==> src/rtl/fir_serializer.sv <==
// Parallel-to-serial stage feeding the FIR front-end deserializer: LSB-first, one bit per enabled clock.
// Optional inter-word idle gap enabled by defining FIR_SERIALIZER_GAP_EN.
module fir_serializer #(
  parameter int unsigned LENGTH     = 24,
  parameter int unsigned GAP_CYCLES = 2
) (
  input  logic              i_clk,
  input  logic              i_rst,
  input  logic              i_en,
  input  logic [LENGTH-1:0] iv_din,
  input  logic              i_din_valid,
  output logic              o_din_ready,
  output logic              o_dout,
  output logic              o_dout_last,
  output logic              o_busy
);

  localparam int unsigned CNT_W = (LENGTH > 2) ? $clog2(LENGTH) : 1;
  localparam int unsigned GAP_W = (GAP_CYCLES > 2) ? $clog2(GAP_CYCLES) : 1;

  typedef enum logic [1:0] {
    IDLE  = 2'd0,
    SHIFT = 2'd1,
    GAP   = 2'd2
  } state_t;

  // Reject parameter values the datapath cannot represent.
  if (LENGTH < 2) begin : g_bad_length
    $error("fir_serializer: LENGTH must be >= 2");
  end
  if (GAP_CYCLES < 1) begin : g_bad_gap
    $error("fir_serializer: GAP_CYCLES must be >= 1");
  end

  state_t              state;
  logic                hold_full;
  logic [LENGTH-1:0]   hold;
  logic [LENGTH-1:0]   shift;
  logic [CNT_W-1:0]    cnt;
`ifdef FIR_SERIALIZER_GAP_EN
  logic [GAP_W-1:0]    gcnt;
`endif

  assign o_din_ready = !hold_full && !i_rst;
  assign o_busy      = (state != IDLE) || hold_full;

  // Accept and load are mutually exclusive: accept needs an empty buffer, load a full one.
  always_ff @(posedge i_clk) begin
    if (i_rst) begin
      state       <= IDLE;
      hold_full   <= 1'b0;
      hold        <= '0;
      shift       <= '0;
      cnt         <= '0;
      o_dout      <= 1'b0;
      o_dout_last <= 1'b0;
`ifdef FIR_SERIALIZER_GAP_EN
      gcnt        <= '0;
`endif
    end else begin
      if (i_din_valid && o_din_ready) begin
        hold      <= iv_din;
        hold_full <= 1'b1;
      end
      if (i_en) begin
        case (state)
          IDLE: begin
            o_dout_last <= 1'b0;
            if (hold_full) begin
              o_dout    <= hold[0];
              shift     <= hold >> 1;
              cnt       <= CNT_W'(1);
              hold_full <= 1'b0;
              state     <= SHIFT;
            end else begin
              o_dout <= 1'b0;
            end
          end
          SHIFT: begin
            o_dout <= shift[0];
            shift  <= shift >> 1;
            cnt    <= cnt + CNT_W'(1);
            if (cnt == CNT_W'(LENGTH - 1)) begin
              o_dout_last <= 1'b1;
`ifdef FIR_SERIALIZER_GAP_EN
              gcnt  <= '0;
              state <= GAP;
`else
              state <= IDLE;
`endif
            end else begin
              o_dout_last <= 1'b0;
            end
          end
`ifdef FIR_SERIALIZER_GAP_EN
          GAP: begin
            o_dout      <= 1'b0;
            o_dout_last <= 1'b0;
            if (gcnt == GAP_W'(GAP_CYCLES - 1)) begin
              state <= IDLE;
            end else begin
              gcnt <= gcnt + GAP_W'(1);
            end
          end
`endif
          default: begin
            o_dout      <= 1'b0;
            o_dout_last <= 1'b0;
            state       <= IDLE;
          end
        endcase
      end
    end
  end

endmodule
==> config.mk <==
export PLATFORM = sky130hd
export DESIGN_NAME = fir_serializer
export DESIGN_NICKNAME = d
export VERILOG_FILES = /design/src/rtl/fir_serializer.sv
export SDC_FILE = /design/constraint.sdc
export NUM_CORES = 1
export LEC_CHECK = 0
export BUFFER_PORTS_ARGS = -buffer_cell sky130_fd_sc_hd__buf_2
export CORE_MARGIN = 2
export CORE_UTILIZATION = 60
export CTS_CLUSTER_SIZE = 14
export DETAILED_ROUTE_END_ITERATION = 8
export PLACE_DENSITY = 0.79
export SYNTH_ARGS = -nofsm -noshare
export SYNTH_HDL_FRONTEND = slang
export SYNTH_SLANG_ARGS = --single-unit
==> constraint.sdc <==
create_clock -name i_clk -period 3.75 [get_ports i_clk]
set_clock_uncertainty 0.1 [all_clocks]
set_input_delay 0.1875 -clock i_clk [delete_from_list [all_inputs] [get_ports i_clk]]
set_output_delay 0.1875 -clock i_clk [all_outputs]
set_load 0.03 [all_outputs]
==> flow_summary.json, run 1 <==
{
  "seqPwrFrac_pct": 56.6,
  "max_slew.worst_pin.slew_ns": 0.944,
  "die_x_um": 67.2,
  "power_frac_comb_pct": 14.6,
  "syn_area_sq_um": 2400,
  "core_area_sq_um": 3740,
  "synth_ff_type": "dfxtp_1",
  "cts_tree": "yes",
  "viasPerCell": 5.21,
  "grt_pass1_wl_um": 6980,
  "fmax_ghz": 0.517,
  "yosysUniqueCellTypes": 27,
  "path_clk_slew_ns": 0.09,
  "track_usage_pct": 20.6,
  "syn_nets": 283,
  "cts_sinks": 56,
  "post_cts_resized": 0,
  "p_clk_share_pct": 28.9,
  "cts_made_buffers": 5,
  "synthArstFlopShare_pct": 0,
  "grt_max_degree": 49,
  "fin_ws_ns": 1.82,
  "cp.arrival_ns": 2.06,
  "maxCapViolCount": 0,
  "synth_seq_cells": 56,
  "synth.most_common_cell": "dfxtp_1",
  "dieArea_sq_um": 4520,
  "rsz0062_at_grt": "no",
  "area_growth_pct": 18.7,
  "ant_nets": 0,
  "p_switching_w": 0.000299,
  "io_pins": 32,
  "slew_headroom_pct": 37.1,
  "start_util_pct": 64.1,
  "dp_slack_ns": 1.83,
  "io_buffers": 31,
  "yosys_warnings": 0,
  "dieHeight_um": 67.2,
  "drive_above_1_share_pct": 20.1,
  "period_share_pct": 51.5,
  "drc": 0,
  "p_int_w": 0.000869,
  "synthCells": 254,
  "hold_viol": 0,
  "synth_area_leaders": "dfxtp_1, mux2i_1, a211oi_2",
  "yosysSeqAreaShare_pct": 46.7,
  "dr.first_iter.drc_count": 111,
  "antenna_found_initial": 0,
  "p_leak_nw": 1.01,
  "core.rowCount": 22,
  "cp.required_ns": 3.88,
  "drt_wl_total_um": 4310,
  "worstSkewPairLatency_ns": 0.31,
  "status": "finished, final reports clean",
  "worstSetupStartpointType": "flip-flop",
  "synth_common_cells": "dfxtp_1, nor2_1, nand2_1, nand2b_1, o21ai_0",
  "sw_frac_of_total_pct": 25.6,
  "crit_fanout": 45,
  "wl_per_cell_um": 12.5,
  "gp_congestion": 0.710,
  "crit_path_end_kind": "flip-flop",
  "post-cts-setup-buffer-count": 0,
  "root_buffer": "clkbuf_8",
  "min_period_ns": 1.93,
  "dp_hpwl_um": 2460,
  "ir_worst_vdd_v": 0.000287,
  "cts_buffer_depth": 2,
  "dr.pass1.iters": 4,
  "nNetsFinal": 326,
  "final-setup-viol-count": 0,
  "vias": 1802,
  "diodes": 0,
  "grt.overflow.total": 0,
  "synth_enable_flop_cells": 0,
  "htree_levels": 2,
  "maxSlewViolCount": 0,
  "critPathKind": "reg2reg",
  "tns_ns": 0,
  "grt_pass1_vias": 1558,
  "synth_top_area_share_pct": 46.7,
  "yosys.area.top_type": "dfxtp_1",
  "min_path_type": "in2reg",
  "postSynthAreaPerCell_sq_um": 9.44,
  "powerDensity_nw_per_um2": 410
}
## cells in the final DEF, fill, tap and decap left out, types with 2 or more instances in the layout
cell | synthesis | final
buf_4 | 4 | 3
o21ai_0 | 25 | 25
mux2i_1 | 22 | 22
nand2b_1 | 26 | 26
buf_2 | 11 | 31
a211oi_2 | 17 | 17
a311oi_1 | 3 | 3
clkbuf_1 | 5 | 2
dlygate4sd3_1 | 0 | 24
a211oi_1 | 5 | 5
dfxtp_1 | 56 | 56
nand3b_1 | 2 | 2
or3_1 | 2 | 2
o21ai_1 | 2 | 2
a21oi_1 | 5 | 5
nand2_1 | 26 | 26
nor2_1 | 29 | 29
clkbuf_8 | 0 | 6
nand3_1 | 3 | 3
## critical path: stages, from the launching register on
cell      delay, ns
dfxtp_1        0.58
o21a_2         0.82
nor2_1         0.12
a211oi_2       0.23
## per-layer routing
metal	global-route usage (%)	vias to the layer above	part of all wire (%)	routed length, um
met1	25.3	808	47	2030
met2	34.9	29	48	2080
met3	4.00	5	3.6	156
met5	0	-	0	0
met4	9.18	0	0.93	40
li1	-	960	-	-
## power groups by stage
stage	registers, W	logic, W	clock network, W
global placement	0.000673	0.000146	0
detailed placement	0.000674	0.000151	0
global route	0.000666	0.000189	0.000369
finish	0.000661	0.000170	0.000337
floorplan	0.000667	0.000128	0
CTS	0.000661	0.000170	0.000343
## sequential cells by signal, indices dropped and copies added (netlist names)
name and cells:
shift 23, cnt 5, hold_full 1, state 1, o_dout_last 1, hold 24
o_dout 1
## area by class of cell
cell class                      instances  area [sq um]
Timing Repair Buffer                   58           418
Multi-Input combinational cell        176          1160
Fill cell                             257           896
Tap cell                               48          60.1
Clock buffer                            8          90.1
Sequential cell                        56          1120
## worst paths after layout
check	from	endpoint	slack (ns)	cells past startpoint
min	i_din_valid	hold_full	0.04	3
max reg2reg	hold_full	shift[21]	1.82	3
max	hold_full	shift[21]	1.82	3
min reg2reg	shift[22]	shift[22]	0.36	2
## cells by family (layout without fill, tap and decap cells)
logic type               Yosys count  count (layout)  share of synthesized area (%)
AO/OA/AOI/OAI                     60              60                           19.2
XOR/XNOR                           1               1                          0.365
adder cells (fa/ha/maj)            1               1                          0.522
buffers and inverters             22              66                           5.27
flip-flops                        56              56                           46.7
multiplexers                      22              22                           9.18
AND/OR/NAND/NOR                   92              92                           18.7
## through the flow
step / power (W) / instances / util, % / hold WS, ns / cell area (sq um)
3_3_place_gp: 0.000819 / 314 / 67.2 / 0.278 / 2520
2_1_floorplan: 0.000794 / 254 / - / 0.196 / 2400
3_5_place_dp: 0.000825 / 314 / 67.2 / 0.287 / 2520
5_1_grt: 0.00122 / 346 / 76.1 / 0.0523 / 2850
4_1_cts: 0.00117 / 346 / 76.1 / 0.0292 / 2850
6_report: 0.00117 / 346 / 76.1 / 0.0361 / 2850
## what timing repair did
item                                    in CTS  in global routing
endpoints found under the setup margin       0                  0
hold endpoints to repair                    24                  0
hold buffers                                24                  0
Power figures use the tool's default switching activity.
==> run 2: changes to the inputs <==
--- a/config.mk
+++ b/config.mk
@@ -7,10 +7,10 @@
 export LEC_CHECK = 0
 export BUFFER_PORTS_ARGS = -buffer_cell sky130_fd_sc_hd__buf_2
 export CORE_MARGIN = 2
-export CORE_UTILIZATION = 60
+export CORE_UTILIZATION = 51
 export CTS_CLUSTER_SIZE = 14
 export DETAILED_ROUTE_END_ITERATION = 8
-export PLACE_DENSITY = 0.79
+export PLACE_DENSITY = 0.71
 export SYNTH_ARGS = -nofsm -noshare
 export SYNTH_HDL_FRONTEND = slang
 export SYNTH_SLANG_ARGS = --single-unit
==> constraint.sdc (replaced) <==
create_clock -name i_clk -period 1.68 [get_ports i_clk]
set_clock_uncertainty 0.1 [all_clocks]
set_input_delay 0.084 -clock i_clk [delete_from_list [all_inputs] [get_ports i_clk]]
set_output_delay 0.084 -clock i_clk [all_outputs]
set_load 0.03 [all_outputs]
==> run 2 against run 1 <==
Against the previous run: total power increased by 130%; combinational power rose by 130%; critical path depth did not move; largest cell class unchanged; clock power rose by 130%; critical endpoint is now o_busy; cell area rose by 2.8%.
==> flow_summary.json, run 2 (synthesis gave the netlist of run 1 again) <==
{
  "start_util_pct": 54.0,
  "grt_pass1_vias": 1732,
  "io_buffers": 31,
  "min_period_ns": 1.49,
  "tns_ns": 0,
  "core.rowCount": 24,
  "dieHeight_um": 72.6,
  "gp_congestion": 0.749,
  "r2r_cells": 3,
  "cp.required_ns": 1.50,
  "final-setup-viol-count": 0,
  "dp_hpwl_um": 2590,
  "io_pins": 32,
  "dr.first_iter.drc_count": 136,
  "grtUsageMet2_pct": 29.9,
  "wl_per_cell_um": 12.1,
  "crit_buf_inv": 2,
  "layout_commonest_cell": "dfxtp_1",
  "critPathKind": "reg2out",
  "cts_made_buffers": 5,
  "layout_common_cells": "dfxtp_1, buf_2, nor2_1, nand2b_1, nand2_1",
  "root_buffer": "clkbuf_8",
  "min_to": "o_dout_last",
  "finalInstanceArea_sq_um": 2930,
  "dieArea_sq_um": 5270,
  "crit_path_end_kind": "output pin",
  "post_cts_resized": 0,
  "ir_worst_vdd_v": 0.000677,
  "nFillCells": 364,
  "fmax_ghz": 0.672,
  "multiInputGateArea_sq_um": 1160,
  "maxSlewViolCount": 0,
  "rsz0062_at_grt": "no",
  "p_switching_w": 0.000650,
  "cpPeakStageDelay_ns": 0.36,
  "slew_headroom_pct": 72.9,
  "period_share_pct": 88.6,
  "largest-register": "hold",
  "powerDensity_nw_per_um2": 900,
  "cpLargestDelayFamily": "buffers and inverters",
  "met3_usage_pct": 4.14,
  "drc": 0,
  "core_area_sq_um": 4440,
  "dpl-instance-area_sq_um": 2580,
  "diodes": 0,
  "drive_above_1_share_pct": 22.0,
  "cts_tree": "yes",
  "largest_reg_flops": 24,
  "reg_top3": "hold x24, shift x23, cnt x5",
  "die_x_um": 72.6,
  "cts_buffer_depth": 2,
  "hold_viol": 0,
  "p_leak_nw": 1.06,
  "dr.pass1.iters": 4,
  "grt_max_degree": 36,
  "hp-start": "i_en",
  "path_clk_slew_ns": 0.09,
  "antenna_found_initial": 0,
  "grt.overflow.total": 0,
  "worstSkewPairLatency_ns": 0.29,
  "post-cts-setup-buffer-count": 0,
  "reg2reg_slack_ns": 0.21,
  "cp_slowest_cell": "dfxtp_1",
  "power_frac_comb_pct": 15.1,
  "grt_pass1_wl_um": 7580,
  "maxCapViolCount": 0,
  "status": "finished, final reports clean",
  "area.sequential_sq_um": 1120,
  "vias": 1825,
  "track_usage_pct": 18.0,
  "p_int_w": 0.00199,
  "cts_sinks": 56,
  "worstReg2RegEnd": "cnt[4]",
  "r2r-start": "hold_full",
  "cp.arrival_ns": 1.30,
  "max_slew.worst_pin.slew_ns": 0.405,
  "ant_nets": 0,
  "busiest_layer": "met2",
  "p_clk_share_pct": 28.9,
  "path_cells": "buf_4 -> or2_2 -> buf_2",
  "whs_path_depth": 3,
  "crit_fanout": 10,
  "drt_wl_total_um": 4290,
  "htree_levels": 2,
  "nNetsFinal": 333,
  "area_growth_pct": 22.0,
  "viasPerCell": 5.13,
  "use_met1_pct": 23.7,
  "min_path_type": "in2reg",
  "worstSetupStartpointType": "flip-flop",
  "sw_frac_of_total_pct": 24.7,
  "postCtsHoldBufs": 25,
  "seqPwrFrac_pct": 56.0
}
## run 2: tightest hold or removal path, delay by kind of cell
kind                   cells  cell delay (ns)
buffers and inverters      1             0.18
AOI/OAI and AO/OA          1             0.05
and+or+nand+nor            1             0.09
## run 2: cell type report
| type | instances | area share [%] |
|---|---|---|
| Sequential cell | 56 | 38.3 |
| Multi-Input combinational cell | 176 | 39.6 |
| Tap cell | 52 | 2.22 |
| Timing Repair Buffer | 65 | 16.6 |
| Clock buffer | 7 | 3.29 |
## run 2: worst max-delay path by stage
stage / start / endpoint / slack, ns / depth (start not counted)
3_3_place_gp: hold_full / cnt[3] / 0.28 / 3
5_1_grt: hold_full / shift[3] / 0.08 / 4
6_report: state[0] / o_busy / 0.19 / 3
2_1_floorplan: hold_full / shift[10] / 0.37 / 6
4_1_cts: state[0] / o_busy / 0.18 / 3
3_5_place_dp: hold_full / cnt[4] / 0.24 / 3
## run 2: power groups by stage
stage	combinational [W]	clock, W	sequential, W
after floorplan	0.000285	0	0.00149
after global placement	0.000346	0	0.00150
after detailed placement	0.000353	0	0.00151
after CTS	0.000399	0.000791	0.00148
after global routing	0.000448	0.000849	0.00149
final	0.000398	0.000762	0.00148
## run 2: per-stage QoR
stage / total power, W / hold slack (ns) / cells / util, % / setup slack, ns
after floorplan: 0.00177 / 0.0926 / 254 / - / 0.366
after global placement: 0.00185 / 0.175 / 324 / 58.1 / 0.281
after detailed placement: 0.00186 / 0.183 / 324 / 58.1 / 0.240
after CTS: 0.00267 / 0.0362 / 356 / 65.9 / 0.178
after global routing: 0.00278 / 0.0500 / 356 / 65.9 / 0.0793
final: 0.00263 / 0.0467 / 356 / 65.9 / 0.192
## run 2: per-layer routing
metal	up-vias	part of all wire, %
li1	969	-
met1	823	51
met2	31	46
met3	2	3.1
met4	0	0.51
met5	-	0
==> run 3: changes to the inputs <==
--- a/config.mk
+++ b/config.mk
@@ -7,10 +7,10 @@
 export LEC_CHECK = 0
 export BUFFER_PORTS_ARGS = -buffer_cell sky130_fd_sc_hd__buf_2
 export CORE_MARGIN = 2
-export CORE_UTILIZATION = 51
+export CORE_UTILIZATION = 56
 export CTS_CLUSTER_SIZE = 14
 export DETAILED_ROUTE_END_ITERATION = 8
-export PLACE_DENSITY = 0.71
+export PLACE_DENSITY = 0.74
 export SYNTH_ARGS = -nofsm -noshare
 export SYNTH_HDL_FRONTEND = slang
 export SYNTH_SLANG_ARGS = --single-unit
==> constraint.sdc (replaced) <==
create_clock -name i_clk -period 1.4 [get_ports i_clk]
set_clock_uncertainty 0.1 [all_clocks]
set_input_delay 0.07 -clock i_clk [delete_from_list [all_inputs] [get_ports i_clk]]
set_output_delay 0.07 -clock i_clk [all_outputs]
set_load 0.03 [all_outputs]
==> run 3 against run 2 <==
Against the previous run: die area is 8.5% lower; combinational power is 43% higher; sequential share of layout area decreased by 1.9 points; sequential power rose by 20%; clock power is 22% higher; utilization increased by 11 points; total power grew 24%; wire length increased by 18%.
==> flow_summary.json, run 3 (synthesis gave the netlist of run 1 again) <==
{
  "area.sequential_sq_um": 1130,
  "min_path_type": "in2reg",
  "seqPwrFrac_pct": 54.1,
  "cts_sinks": 56,
  "core.rowCount": 23,
  "path_clk_slew_ns": 0.10,
  "final-setup-viol-count": 0,
  "met1_length_um": 2470,
  "grt_max_degree": 41,
  "multiInputGateArea_sq_um": 1170,
  "crit_fanout": 34,
  "ir_worst_vdd_v": 0.00105,
  "die_x_um": 69.4,
  "p_clk_share_pct": 28.5,
  "dr.pass1.iters": 4,
  "p_switching_w": 0.000870,
  "diodes": 0,
  "fmax_ghz": 0.732,
  "worstSetupStartpointType": "flip-flop",
  "largest_reg_flops": 24,
  "wl_met2_um": 2340,
  "worstSkewPairLatency_ns": 0.31,
  "layout_common_cells": "dfxtp_1, buf_2, nor2_1, nand2b_1, nand2_1",
  "area_growth_pct": 29.2,
  "period_share_pct": 97.5,
  "maxCapViolCount": 0,
  "dp_hpwl_um": 2700,
  "dr.first_iter.drc_count": 111,
  "viasPerCell": 5.30,
  "fin_ws_ns": 0.0346,
  "drt_wl_total_um": 5080,
  "vias": 1934,
  "tns_ns": 0,
  "io_pins": 32,
  "wl_met3_um": 211,
  "cp.required_ns": 1.50,
  "p_int_w": 0.00240,
  "routed.top_layer": "met4",
  "cp.arrival_ns": 1.47,
  "cpPeakStageDelay_ns": 0.38,
  "nNetsFinal": 343,
  "io_buffers": 31,
  "max_slew.worst_pin.slew_ns": 0.238,
  "crit_path_end_kind": "flip-flop",
  "slew_headroom_pct": 83.7,
  "dp_slack_ns": 0.121,
  "wl_per_cell_um": 13.9,
  "critPathKind": "reg2reg",
  "nFillCells": 275,
  "dieHeight_um": 69.4,
  "start_util_pct": 59.1,
  "grt_pass1_vias": 1880,
  "grt.overflow.total": 0,
  "rsz0062_at_grt": "yes",
  "min_period_ns": 1.37,
  "cts_made_buffers": 5,
  "total_power_w": 0.00327,
  "root_buffer": "clkbuf_8",
  "status": "finished, final reports clean",
  "p_leak_nw": 1.13,
  "dieArea_sq_um": 4820,
  "powerDensity_nw_per_um2": 1050,
  "reg_top3": "hold x24, shift x23, cnt x5",
  "grt_pass1_wl_um": 8360,
  "cts_tree": "yes",
  "drc": 0,
  "largest-register": "hold",
  "path_cells": "buf_4 -> o21a_2 -> buf_12 -> nor2_1 -> a211oi_2",
  "hold_viol": 0,
  "track_usage_pct": 21.4,
  "sw_frac_of_total_pct": 26.6,
  "power_frac_comb_pct": 17.4,
  "layout_commonest_cell": "dfxtp_1",
  "gp_congestion": 0.741,
  "core_area_sq_um": 4060,
  "ant_nets": 0,
  "cts_buffer_depth": 2,
  "final_util_pct": 76.4,
  "drive_above_1_share_pct": 26.0,
  "antenna_found_initial": 0,
  "maxSlewViolCount": 0,
  "htree_levels": 2,
  "cp_slowest_cell": "dfxtp_4",
  "hold_slack_ns": 0.0227
}
## run 3: worst max-delay path, delay by kind of cell, from the launching register on
kind / cells / cell delay, ns
AO/OA/AOI/OAI: 2 / 0.29
flip-flops: 1 / 0.38
AND/OR/NAND/NOR: 1 / 0.15
buffers and inverters: 2 / 0.33
## run 3: layout make-up
type	count	share of cell area [%]
Sequential cell	56	36.4
Timing Repair Buffer	75	20.6
Tap cell	50	2.02
Clock buffer	6	2.66
Clock inverter	2	0.484
Multi-Input combinational cell	176	37.8
## run 3: per-stage QoR
step	instances	area [sq um]
final	365	3100
after global routing	365	3100
after CTS	362	3020
after detailed placement	326	2620
after global placement	326	2620
after floorplan	254	2400
## run 3: what timing repair did
action	CTS	global route
hold buffers	25	0
hold endpoints to repair	25	0
endpoints found under the setup margin	1	14
buffers inserted	3	1
cloned	0	2
resized for setup	10	2
pin swaps	0	4
## run 3: power groups by stage
| stage | logic, W | clock network (W) | registers, W |
|---|---|---|---|
| final | 0.000568 | 0.000931 | 0.00177 |
| after detailed placement | 0.000449 | 0 | 0.00180 |
| after CTS | 0.000529 | 0.000949 | 0.00176 |
| after floorplan | 0.000342 | 0 | 0.00179 |
| after global placement | 0.000437 | 0 | 0.00180 |
| after global routing | 0.000626 | 0.00102 | 0.00178 |
## run 3: metal layers
layer / up-vias / global-route usage (%)
met5: - / 0
met4: 0 / 8.50
li1: 996 / -
met2: 48 / 34.7
met3: 8 / 5.09
met1: 882 / 27.4
## run 3: path summary, 6_finish.rpt
check	startpoint	slack (ns)	to	cells past startpoint
min	i_en	0.02	o_dout_last	3
max reg2reg	state[0]	0.03	shift[13]	5
min reg2reg	shift[22]	0.37	shift[22]	2
max	state[0]	0.03	shift[13]	5
